==> src/rtl/io_map_pkg.sv <==
// io_map_pkg: shared I/O register map for the 0x8000_xxxx window.
// The core's load-mux decode imports the same offsets so both sides agree.
package io_map_pkg;

  localparam int unsigned IO_DATA_W = 32;
  localparam int unsigned IO_BYTE_W = 8;
  localparam int unsigned IO_OFF_W  = 28;

  // Register offsets relative to IO_BASE (low 28 address bits)
  localparam logic [IO_OFF_W-1:0] IO_STATUS  = 28'h000_0000;
  localparam logic [IO_OFF_W-1:0] IO_RXDATA  = 28'h000_0004;
  localparam logic [IO_OFF_W-1:0] IO_TXDATA  = 28'h000_0008;
  localparam logic [IO_OFF_W-1:0] IO_CYCLE   = 28'h000_0010;
  localparam logic [IO_OFF_W-1:0] IO_INSTRET = 28'h000_0014;
  localparam logic [IO_OFF_W-1:0] IO_CNTRST  = 28'h000_0018;

  // Status register payload, MSB first: bit2 overrun, bit1 rx non-empty, bit0 tx free
  typedef struct packed {
    logic tx_overrun;
    logic rx_nonempty;
    logic tx_free;
  } io_status_t;

  // Zero-extend the status payload to a full load word
  function automatic logic [IO_DATA_W-1:0] status_word(input io_status_t s);
    return IO_DATA_W'(s);
  endfunction

endpackage

==> src/rtl/io_rx_fifo.sv <==
// io_rx_fifo: small byte FIFO buffering UART receive data.
// Ports: clk, rst (async active-low), push/din write side, pop/dout read side
// (dout shows the head entry), full/empty status.
module io_rx_fifo #(
  parameter int unsigned DEPTH = 4,
  parameter int unsigned WIDTH = 8
) (
  input  logic             clk,
  input  logic             rst,
  input  logic             push,
  input  logic [WIDTH-1:0] din,
  input  logic             pop,
  output logic [WIDTH-1:0] dout,
  output logic             full,
  output logic             empty
);

  localparam int unsigned PTR_W = $clog2(DEPTH);
  localparam int unsigned CNT_W = PTR_W + 1;

  logic [WIDTH-1:0] mem [DEPTH];
  logic [PTR_W-1:0] rd_ptr;
  logic [PTR_W-1:0] wr_ptr;
  logic [CNT_W-1:0] count;
  logic             push_ok;
  logic             pop_ok;

  assign full    = (count == CNT_W'(DEPTH));
  assign empty   = (count == '0);
  assign push_ok = push & ~full;
  assign pop_ok  = pop & ~empty;
  assign dout    = mem[rd_ptr];

  // Storage needs no reset; occupancy is tracked by count
  always_ff @(posedge clk) begin
    if (push_ok) mem[wr_ptr] <= din;
  end

  // Pointers wrap naturally since DEPTH is a power of two
  always_ff @(posedge clk or negedge rst) begin
    if (!rst) begin
      rd_ptr <= '0;
      wr_ptr <= '0;
      count  <= '0;
    end else begin
      if (push_ok) wr_ptr <= wr_ptr + PTR_W'(1);
      if (pop_ok)  rd_ptr <= rd_ptr + PTR_W'(1);
      case ({push_ok, pop_ok})
        2'b10:   count <= count + CNT_W'(1);
        2'b01:   count <= count - CNT_W'(1);
        default: count <= count;
      endcase
    end
  end

endmodule

==> src/rtl/mmio_io_ctrl.sv <==
// mmio_io_ctrl: memory-mapped I/O block for the 0x8000_xxxx window.
// Ports: clk, rst (async active-low); io_addr/io_wdata/io_we/io_re from EX;
// inst_retire from WB; io_rdata registered load data (1-cycle latency);
// tx_data/tx_valid/tx_ready to the UART transmitter; rx_data/rx_valid/rx_ready
// from the UART receiver.
module mmio_io_ctrl
  import io_map_pkg::*;
#(
  parameter int unsigned RX_FIFO_DEPTH = 4,
  parameter logic [31:0] IO_BASE       = 32'h8000_0000
) (
  input  logic                 clk,
  input  logic                 rst,
  input  logic [31:0]          io_addr,
  input  logic [IO_DATA_W-1:0] io_wdata,
  input  logic                 io_we,
  input  logic                 io_re,
  input  logic                 inst_retire,
  output logic [IO_DATA_W-1:0] io_rdata,
  output logic [IO_BYTE_W-1:0] tx_data,
  output logic                 tx_valid,
  input  logic                 tx_ready,
  input  logic [IO_BYTE_W-1:0] rx_data,
  input  logic                 rx_valid,
  output logic                 rx_ready
);

  logic                 sel;
  logic [IO_OFF_W-1:0]  off;
  logic                 wr_tx;
  logic                 wr_cntrst;
  logic                 rd_rx;
  logic                 tx_overrun;
  logic [IO_DATA_W-1:0] cycle_cnt;
  logic [IO_DATA_W-1:0] instret_cnt;
  logic [IO_DATA_W-1:0] rdata_nxt;
  logic [IO_BYTE_W-1:0] fifo_dout;
  logic                 fifo_full;
  logic                 fifo_empty;
  io_status_t           status;
  logic                 unused_wdata;

  assign unused_wdata = ^io_wdata[IO_DATA_W-1:IO_BYTE_W];

  // Address decode
  assign sel       = (io_addr[31:28] == IO_BASE[31:28]);
  assign off       = io_addr[IO_OFF_W-1:0];
  assign wr_tx     = io_we & sel & (off == IO_TXDATA);
  assign wr_cntrst = io_we & sel & (off == IO_CNTRST);
  assign rd_rx     = io_re & sel & (off == IO_RXDATA);

  // RX buffer; rx_ready is simply "not full"
  assign rx_ready = ~fifo_full;

  io_rx_fifo #(
    .DEPTH (RX_FIFO_DEPTH),
    .WIDTH (IO_BYTE_W)
  ) u_rx_fifo (
    .clk   (clk),
    .rst   (rst),
    .push  (rx_valid & rx_ready),
    .din   (rx_data),
    .pop   (rd_rx),
    .dout  (fifo_dout),
    .full  (fifo_full),
    .empty (fifo_empty)
  );

  assign status = '{tx_overrun: tx_overrun, rx_nonempty: ~fifo_empty, tx_free: ~tx_valid};

  // Read mux uses pre-edge state, so same-cycle stores are not reflected
  always_comb begin
    rdata_nxt = '0;
    if (sel) begin
      case (off)
        IO_STATUS:  rdata_nxt = status_word(status);
        IO_RXDATA:  rdata_nxt = fifo_empty ? '0 : IO_DATA_W'(fifo_dout);
        IO_CYCLE:   rdata_nxt = cycle_cnt;
        IO_INSTRET: rdata_nxt = instret_cnt;
        default:    rdata_nxt = '0;
      endcase
    end
  end

  // Load data register: holds until the next load
  always_ff @(posedge clk or negedge rst) begin
    if (!rst) begin
      io_rdata <= '0;
    end else if (io_re) begin
      io_rdata <= rdata_nxt;
    end
  end

  // TX holding register; a write while busy is dropped and flagged
  always_ff @(posedge clk or negedge rst) begin
    if (!rst) begin
      tx_data    <= '0;
      tx_valid   <= 1'b0;
      tx_overrun <= 1'b0;
    end else begin
      if (tx_valid && tx_ready) tx_valid <= 1'b0;
      if (wr_tx) begin
        if (tx_valid) begin
          tx_overrun <= 1'b1;
        end else begin
          tx_data  <= io_wdata[IO_BYTE_W-1:0];
          tx_valid <= 1'b1;
        end
      end
      if (wr_cntrst) tx_overrun <= 1'b0;
    end
  end

  // Performance counters; a counter-reset write beats the increment
  always_ff @(posedge clk or negedge rst) begin
    if (!rst) begin
      cycle_cnt   <= '0;
      instret_cnt <= '0;
    end else if (wr_cntrst) begin
      cycle_cnt   <= '0;
      instret_cnt <= '0;
    end else begin
      cycle_cnt <= cycle_cnt + IO_DATA_W'(1);
      if (inst_retire) instret_cnt <= instret_cnt + IO_DATA_W'(1);
    end
  end

endmodule

==> config.mk <==
export PLATFORM = sky130hd
export DESIGN_NAME = mmio_io_ctrl
export DESIGN_NICKNAME = d
export VERILOG_FILES = /design/src/rtl/io_map_pkg.sv /design/src/rtl/io_rx_fifo.sv /design/src/rtl/mmio_io_ctrl.sv
export SDC_FILE = /design/constraint.sdc
export NUM_CORES = 1
export LEC_CHECK = 0
export ABC_AREA = 0
export CAP_MARGIN = 0
export CORE_UTILIZATION = 57
export DETAILED_ROUTE_END_ITERATION = 10
export GPL_ROUTABILITY_DRIVEN = 1
export GPL_TIMING_DRIVEN = 0
export PLACE_DENSITY = 0.91
export SLEW_MARGIN = 20
export SYNTH_ARGS = -nofsm -noshare
export SYNTH_HDL_FRONTEND = slang
export SYNTH_SLANG_ARGS = --single-unit
==> constraint.sdc <==
create_clock -name clk -period 3.4 [get_ports clk]
set_input_delay 0.68 -clock clk [delete_from_list [all_inputs] [get_ports clk]]
set_output_delay 0.68 -clock clk [all_outputs]
set_load 0.03 [all_outputs]
==> After elaboration in Yosys (flattened, before gate mapping) <==
Memory sizes are Yosys's and may differ from the RTL's.
Index checks and enable logic that the tools add are counted.
{ "word_totals": {"regBits": 113, "ramBits": 32, "output_inout_bits": 42, "wordCells": 60, "mem_count": 1} }
{ "memory_table": {"columns": ["name", "words", "width", "rd", "rd_clocked_by_memory_dff", "write_ports", "line", "text"], "rows": [
  ["u_rx_fifo.mem", 4, 8, 1, 0, 1, "io_rx_fifo.sv:21", "logic [WIDTH-1:0] mem [DEPTH];"]
]} }
{ "op_classes": {"addsub": 6, "eq_ne": 9, "n_mux": 15, "bitwise": 11, "n_reduce_logical": 9} }
{ "ops": {"columns": ["operator", "count"], "rows": [
  ["32-bit 2-to-1 mux", 4],
  ["32-bit one-hot mux with 4 select lines", 1],
  ["28-bit by 5-bit equality test with 1-bit output (second input constant)", 3],
  ["32-bit by 1-bit adder with 32-bit output (second input constant)", 2],
  ["28-bit by 3-bit equality test with 1-bit output (second input constant)", 1],
  ["28-bit by 4-bit equality test with 1-bit output (second input constant)", 1],
  ["28-bit logical NOT", 1],
  ["1-bit AND", 8],
  ["1-bit 2-to-1 mux", 8],
  ["8-bit 2-to-1 mux", 1],
  ["2-bit nonzero test", 4],
  ["3-bit one-hot mux with 2 select lines", 1],
  ["2-bit by 1-bit adder with 2-bit output (second input constant)", 2],
  ["4-bit equality test (second input constant)", 1],
  ["2-bit AND reduction", 2],
  ["3-bit by 1-bit adder with 3-bit output (second input constant)", 1],
  ["3-bit equality test (second input constant)", 1],
  ["3-bit logical NOT", 1],
  ["1-bit inverter", 3],
  ["3-bit by 1-bit subtractor with 3-bit output (second input constant)", 1],
  ["2-bit by 1-bit equality test with 1-bit output (second input constant)", 1],
  ["2-bit equality test (second input constant)", 1],
  ["1-bit logical AND", 1]
]} }

==> Logic depth before layout (Yosys ltp) <==
Gate-level depths: netlist of the first run.
{ "logic_depth": {"depth_word": 6, "ltp_mapped": 10, "depth_no_buf": 10} }

==> Cells and area by module <==
A second synthesis of the first run with hierarchy kept.
{ "unflattened": {"hier_cells": 611, "hier_area_um2": 6909.1} }
{ "by_module_without_submodules": {"columns": ["module", "n_inst", "cells_each", "area_each_um2", "seq_area_each_um2"], "rows": [
  ["mmio_io_ctrl", 1, 532, 5316.3, 2652.5],
  ["io_rx_fifo", 1, 79, 1592.8, 1136.1]
]} }

==> Worst setup path before layout of the first run <==
Ideal clock, no wire load.
{ "synth_path": {"kind": "input to register", "start": "input io_addr[29]", "end": "register u_rx_fifo.count[2]", "setup_ns": 0.079, "arrival_ns": 2.601, "slack_ns": 0.720, "path_stages": 10, "path_cell_list": "nor4b_1 nand4_1 nor3_1 and4_1 ha_1 inv_1 fa_1 xor2_1 nor2_1 xor2_1"} }
{ "synth_between": {"elab_chain_len": 6} }
{ "synth_rtl": {"columns": ["element", "line", "text"], "rows": [
  ["from (decl)", "mmio_io_ctrl.sv:14", "input logic [31:0] io_addr,"],
  ["4-bit equality test (*)", "mmio_io_ctrl.sv:46", "assign sel = (io_addr[31:28] == IO_BASE[31:28]);"],
  ["1-bit AND (*) (2 in series)", "mmio_io_ctrl.sv:50", "assign rd_rx = io_re & sel & (off == IO_RXDATA);"],
  ["1-bit AND (*)", "io_rx_fifo.sv:31", "assign pop_ok = pop & ~empty;"],
  ["net u_rx_fifo.pop_ok", "io_rx_fifo.sv:26", "logic pop_ok;"],
  ["2-bit by 1-bit equality test with 1-bit output or 2-bit equality test (tied branches)", "io_rx_fifo.sv:48", "case ({push_ok, pop_ok})"],
  ["3-bit one-hot mux with 2 select lines or 2-bit nonzero test (tied branches)", null, null],
  ["to (signal assigned)", "io_rx_fifo.sv:49", "2'b10: count <= count + CNT_W'(1);"],
  ["to (signal assigned)", "io_rx_fifo.sv:50", "2'b01: count <= count - CNT_W'(1);"],
  ["to (signal assigned)", "io_rx_fifo.sv:51", "default: count <= count;"],
  ["to (decl)", "io_rx_fifo.sv:24", "logic [CNT_W-1:0] count;"]
]} }
Mark *: on every way through the listed nets, which the timed path passes. The rest lies on a longest branch.
A chain may end at the register's enable or synchronous reset.

==> Worst setup path after layout of the first run <==
{ "layout_path": {"start": "input io_addr[19]", "end": "register u_rx_fifo.count[2]"} }
{ "layout_between": {"elab_chain_len": 5} }
{ "layout_rtl": {"columns": ["element", "line"], "rows": [
  ["28-bit by 3-bit equality test with 1-bit output (*)", "mmio_io_ctrl.sv:50"],
  ["1-bit AND (*)", "mmio_io_ctrl.sv:50"],
  ["1-bit AND (*)", "io_rx_fifo.sv:31"],
  ["net u_rx_fifo.pop_ok", "io_rx_fifo.sv:26"],
  ["2-bit by 1-bit equality test with 1-bit output or 2-bit equality test (tied branches)", "io_rx_fifo.sv:48"],
  ["3-bit one-hot mux with 2 select lines or 2-bit nonzero test (tied branches)", null]
]} }
Marked as above.

==> results by group, run 1 <==
Place
  – Gpl congestion: 0.854
  – HPWL Detailed: 11300 um
  – Port buffer count: 94
  – Placed Cells incl. Taps: 802

Floorplanning
  – Die footprint: 0.0122 mm2
  – Core area: 0.0114 mm2
  – Initial core utilization: 58.7%
  – Chip Width: 110 um
  – Site Rows: 39
  – Height of the die: 110 um
  – Ports: 121

Worst setup path
  – CP cell instances: clkdlybuf4s50_1 > nor4_1 > nand4_1 > nor3_1 > and4_1 > ha_1 > inv_1 > fa_1 > xor2_1 > nor2_1 > xor2_1
  – Slowest stage delay, CP: 420 ps
  – Most frequent CP cell: xor2_1
  – CP max stage cell: clkdlybuf4s50_1
  – Worst EP required: 3740 ps
  – CP startpoint kind: primary input
  – Worst path arrival time: 3460 ps
  – Reg-to-Reg End: u_rx_fifo.count[2]
  – Reg-to-reg startpoint: u_rx_fifo.count[0]
  – Critical-path maximum fanout: 3
  – CP endpoint kind: flop
  – Crit path kind: primary input to flop
  – Reg2Reg Depth: 10
  – Worst setup path start: io_addr[19]
  – Crit path to: u_rx_fifo.count[2]
  – Worst R2R Setup Slack: 1210 ps

Logic synthesis
  – Netlist Area Pre-Place: 0.00670 mm2
  – Mean Syn Cell Area: 11.9 um2
  – Syn Inst Count: 564
  – Synth warn: 0
  – Ys flop type: dfrtp_1
  – Post-synthesis register bit count: 145
  – Ys async rst share: 77.9%
  – Seq/Total Area, Yosys: 56.5%
  – Post-synth EDFFs: 32
  – Synth Net Count: 651
  – Library cells used by synthesis: 47

Timing
  – Fin Clk Skew: 7.48 ps
  – WHS: 202 ps
  – Tmin final: 3120 ps
  – Final setup TNS: 0 ps
  – Slew HR: 48.4%
  – Slew Limit Fails: 0
  – Finish-stage setup viols: 0
  – Unrepaired setup endpoints after global routing: false
  – Worst-Margin Slew: 768 ps
  – Fmax achieved: 0.321 GHz
  – Hold Vio Cnt, Final: 0
  – Tcrit/Tclk final: 91.7%

Status
  – Outcome: finished clean

Pwr
  – Tot Pwr: 4.26 mW
  – Peak VDD IR: 547 uV
  – Power Density: 505 mW/mm2
  – Static leakage: 3.54 nW

Clocking
  – Post-CTS Setup Inserts: 0
  – Clk_lat worst skew: 420 ps
  – Clock sink count: 145
  – Clock Path Buffers: 2
  – CTS tree: built
  – CTS resizes: 0
  – Cts bufs inserted: 17
  – Reg clk slew, reported paths: 60 ps
  – CTS root buf: clkbuf_16
  – Cts-stage hold buffer count: 0
  – H-tree levels: 4

Routing
  – Vias: 5099
  – Initial DRC Count: 364
  – First drt pass iteration count: 5
  – Antenna-violating nets left: 0
  – Avg Vias per Cell: 6.11
  – DR DRC count: 0
  – Avg WL per Cell: 19.2 um
  – Final wirelength: 16000 um

Finish
  – Nets: 765
  – # diodes: 0
  – Cell Count, Final, Fillers Out: 834
  – Share of layout cells above drive strength 1: 10.6%
  – Area added between synthesis and finish: 25.7%
  – Storage element area: 0.00379 mm2
  – Area taken by multi-input logic gates: 0.00268 mm2
  – Filler Cell Count: 741

Global route
  – Number of global-route vias before repair: 5408
  – Initial antenna violation count: 0
  – First-pass GRT wire length: 26700 um
  – Global Route Usage Sum: 27.8%
  – GR Overflow Total: 0
  – Largest net degree at the start of global routing: 65

Job
  – Max_cap viols: 0

Min path
  – Hold Crit Class: primary input to asynchronous set/reset pin
==> logic make-up after synthesis <==
group                    after synthesis  synth area share, %
AND/OR/NAND/NOR                      207                 16.3
flip-flops                           145                 56.5
AO/OA/AOI/OAI                         80                 9.11
XOR/XNOR                              64                 8.36
buffers and inverters                 40                 3.45
multiplexers                          20                 4.63
adder cells (fa/ha/maj)                8                 1.61
==> flip-flops by register name, summed over array words and instances, names as in the netlist <==
| name | cells |
|---|---|
| cycle_cnt | 32 |
| instret_cnt | 32 |
| io_rdata | 32 |
| tx_data | 8 |
| tx_overrun | 1 |
| tx_valid | 1 |
| u_rx_fifo.count | 3 |
| u_rx_fifo.mem | 32 |
| u_rx_fifo.rd_ptr | 2 |
| u_rx_fifo.wr_ptr | 2 |
==> Yosys cell counts (14+ instances only) <==
master	n	area (um2)
a22oi_1	24	180
and3_1	15	93.8
buf_2	14	70.1
dfrtp_1	113	2830
edfxtp_1	32	961
nand2_1	26	97.6
nand3_1	26	130
nand4_1	24	150
nor2_1	68	255
o2bb2ai_1	32	280
xnor2_1	17	149
xor2_1	47	412
==> worst min-delay path by stage <==
stage	start	to
after global placement	io_rdata[26]	io_rdata[26]
final	rst	io_rdata[16]
after CTS	rst	io_rdata[17]
after global routing	rst	io_rdata[16]
after floorplan	rst	cycle_cnt[0]
after detailed placement	io_rdata[18]	io_rdata[18]
==> cell type report <==
cell class | instances | area share (%)
timing repair buffer | 95 | 11.5
multi-input combinational | 379 | 31.8
inverter | 9 | 0.401
clock buffer | 17 | 5.05
clock inverter | 15 | 1.72
sequential | 145 | 45.0
buffer | 31 | 2.35
tap | 143 | 2.12
==> cell usage in the layout (no fill, tap or decap), drive strengths merged, types with 2 or more instances in the layout <==
cell           count
a21oi             10
a22o               4
a22oi             24
and2               6
and3              15
and4               7
buf               28
bufinv             2
clkbuf            22
clkdlybuf4s50     93
clkinv             9
clkinvlp           4
dfrtp            113
edfxtp            32
ha                 7
inv                9
mux2               8
mux2i              4
mux4               8
nand2             26
nand3             27
nand4             25
nor2              68
nor2b              3
nor3              11
nor4              10
nor4b              2
o21ai              5
o22ai              2
o2bb2ai           32
or2                2
or3                2
xnor2             17
xor2              47
==> where the power goes <==
part           total, mW  switching (mW)  leakage [nW]  internal, mW
sequential          2.03          0.0983          1.83          1.94
clock               1.79           0.717         0.272          1.07
combinational      0.435           0.243          1.44         0.192
==> worst max-delay path: cells and delay by family <==
| family | cells | cell delay, ps |
|---|---|---|
| XOR/XNOR | 2 | 320 |
| adder cells (fa/ha/maj) | 2 | 590 |
| buffers and inverters | 2 | 490 |
| AND/OR/NAND/NOR | 5 | 1380 |
==> per-stage QoR <==
| stage | setup slack [ps] | utilization [%] | area, um2 |
|---|---|---|---|
| after floorplan | 720 | - | 6700 |
| after global placement | -2460 | 68.5 | 7820 |
| after detailed placement | -76.6 | 68.7 | 7850 |
| after CTS | 302 | 73.7 | 8420 |
| after global routing | 96.2 | 73.7 | 8420 |
| final | 281 | 73.7 | 8420 |
==> metal layers <==
layer,routed length (um),vias to the layer above,part of all wire (%),GRT usage (%)
met1,6510,2595,41,34.2
li1,-,2279,-,-
met5,0,-,0,0
met4,383,0,2.4,12.9
met3,781,38,4.9,7.08
met2,8330,187,52,46.0
Power figures use the tool's default switching activity.
==> run 2, diff against run 1 <==
Settings changed: CORE_MARGIN set to 10, CTS_BUF_LIST set to sky130_fd_sc_hd__clkbuf_8 sky130_fd_sc_hd__clkbuf_16.
==> run 2 against run 1 <==
- fmax is 2.7% higher
- clock power grew 3%
- power is 1.4% higher
- critical path depth is the same
- combinational power grew 2%
- die area grew 35%
- utilization fell by 0.23 points
- final area increased by 0.12%
- non-clock buffer count is the same
- clock-buffer cell count up 1
- largest cell class unchanged
- highest routed layer unchanged
==> results by group, run 2 (synthesis results as in run 1) <==
Place
  – Port buffer count: 94 (unchanged)
  – HPWL Detailed: 12300 um (+9.7%)
  – Pre-CTS setup slack: -37.9 ps (+38.7 ps)
  – Gpl congestion: 0.846 (-0.93%)

Timing
  – Tcrit/Tclk final: 89.4% (-2.4 points)
  – Worst-Margin Slew: 747 ps (-20.9 ps)
  – Unrepaired setup endpoints after global routing: false
  – Tmin final: 3040 ps (-81.3 ps)
  – Fin Clk Skew: 9.76 ps (+2.28 ps)
  – Slew HR: 49.8% (+1.4 points)
  – Final setup TNS: 0 ps (unchanged)
  – Fmax achieved: 0.329 GHz (+2.7%)
  – WHS: 216 ps (+14.1 ps)
  – Slew Limit Fails: 0 (unchanged)
  – Hold Vio Cnt, Final: 0 (unchanged)
  – Fin worst setup slack: 362 ps (+81.3 ps)
  – Finish-stage setup viols: 0 (unchanged)

Floorplanning
  – Die footprint: 0.0165 mm2 (+35%)
  – Initial core utilization: 58.4% (-0.25 points)
  – Site Rows: 39 (unchanged)
  – Core area: 0.0115 mm2 (+0.43%)
  – Chip Width: 128 um (+16%)
  – Height of the die: 128 um (+16%)
  – Ports: 121 (unchanged)

Clocking
  – CTS tree: built
  – Post-CTS Setup Inserts: 0 (unchanged)
  – CTS resizes: 0 (unchanged)
  – Clock Path Buffers: 2 (unchanged)
  – Clk_lat worst skew: 430 ps (about the same)
  – Cts bufs inserted: 17 (unchanged)
  – Reg clk slew, reported paths: 60 ps (about the same)
  – CTS root buf: clkbuf_16
  – Cts-stage hold buffer count: 0 (unchanged)
  – Clock sink count: 145 (unchanged)
  – H-tree levels: 4 (unchanged)

Job
  – Max_cap viols: 0 (unchanged)

Finish
  – Most frequent cells in the layout: dfrtp_1 (113), clkdlybuf4s50_1 (93), nor2_1 (68)
  – Area added between synthesis and finish: 25.8%
  – # diodes: 0 (unchanged)
  – Nets: 765 (unchanged)
  – Filler Cell Count: 722 (-2.6%)
  – Share of layout cells above drive strength 1: 10.6% (unchanged)
  – Most common cell after layout, fill and taps aside: dfrtp_1

Worst setup path
  – CP max stage cell: clkdlybuf4s50_1
  – CP startpoint kind: primary input
  – Critical-path maximum fanout: 3 (unchanged)
  – CP cell instances: clkdlybuf4s50_1 > nor4_1 > nand4_1 > nor3_1 > and4_1 > ha_1 > inv_1 > fa_1 > xor2_1 > nor2_1 > xor2_1
  – Crit path kind: primary input to flop
  – Most frequent CP cell: xor2_1
  – Worst EP required: 3760 ps (+20 ps)
  – Worst path arrival time: 3390 ps (-70 ps)
  – Slowest stage delay, CP: 410 ps (about the same)
  – CP endpoint kind: flop

Pwr
  – Tot Pwr: 4.32 mW (+1.4%)
  – Peak VDD IR: 481 uV (-12%)
  – Power Density: 512 mW/mm2 (+1.3%)
  – Static leakage: 3.55 nW (+0.21%)

Status
  – Outcome: finished clean

Global route
  – Global Route Usage Sum: 22.2% (-5.6 points)
  – GR Overflow Total: 0 (unchanged)
  – First-pass GRT wire length: 29000 um (+8.8%)
  – Number of global-route vias before repair: 5540 (+2.4%)
  – Grt met1 use: 24.1% (-10 points)
  – Initial antenna violation count: 0 (unchanged)
  – Largest net degree at the start of global routing: 58 (-11%)
  – Grt met3 use: 5.83% (-1.2 points)
  – Grt peak-use layer: met2
  – Met2 Track Usage GR: 40.0% (-6.0 points)

Routing
  – Initial DRC Count: 524 (+44%)
  – Vias: 5074 (-0.49%)
  – DR DRC count: 0 (unchanged)
  – Avg WL per Cell: 21.1 um (+10%)
  – Antenna-violating nets left: 0 (unchanged)
  – Final wirelength: 17600 um (+10%)
  – First drt pass iteration count: 5 (unchanged)
  – Avg Vias per Cell: 6.08 (-0.49%)

Min path
  – Hold Crit Class: primary input to asynchronous set/reset pin
[run 2: worst paths after layout]
check                          startpoint                 end  slack (ps)  cells past startpoint
setup / recovery              io_addr[16]  u_rx_fifo.count[2]         360                     11
hold / removal                        rst     instret_cnt[21]         220                      1
setup reg to reg           instret_cnt[3]     instret_cnt[25]        1210                      6
hold reg to reg              io_rdata[15]        io_rdata[15]         490                      1
max in group asynchronous             rst         io_rdata[7]        2520                      2
min in group clk             io_rdata[15]        io_rdata[15]         490                      1
[run 2: layout make-up]
| class | instances | area (um2) | share of cell area [%] |
|---|---|---|---|
| flip-flops and latches | 145 | 3790 | 44.9 |
| multi-input cells | 379 | 2680 | 31.8 |
| repair buffers | 95 | 970 | 11.5 |
| clock buffers | 18 | 439 | 5.21 |
| plain buffers | 31 | 198 | 2.34 |
| well taps | 143 | 179 | 2.12 |
| clock inverters | 14 | 141 | 1.68 |
| inverters | 9 | 33.8 | 0.401 |
[run 2: power by group]
part	switching, mW	internal, mW	leakage (nW)
logic	0.250	0.193	1.44
registers	0.0970	1.93	1.83
clock network	0.749	1.09	0.279
total	1.10	3.22	3.55
[run 2: per-stage QoR]
stage	util (%)	std cells	cell area [um2]
floorplan	-	564	6700
global route	73.5	834	8430
CTS	73.5	834	8430
finish	73.5	834	8430
detailed placement	68.5	802	7850
global placement	68.2	801	7820
[run 2: metal layers]
metal  vias up  part of all wire, %
met2       179                   54
met3        32                  5.9
li1       2279                    -
met5         -                    0
met4         0                  1.9
met1      2584                   38
[run 2: worst max-delay path: cells and delay by family]
kind / cells / cell delay (ps)
buf+inv: 2 / 470
simple gates: 5 / 1350
xor+xnor: 2 / 320
fa+ha+maj: 2 / 560
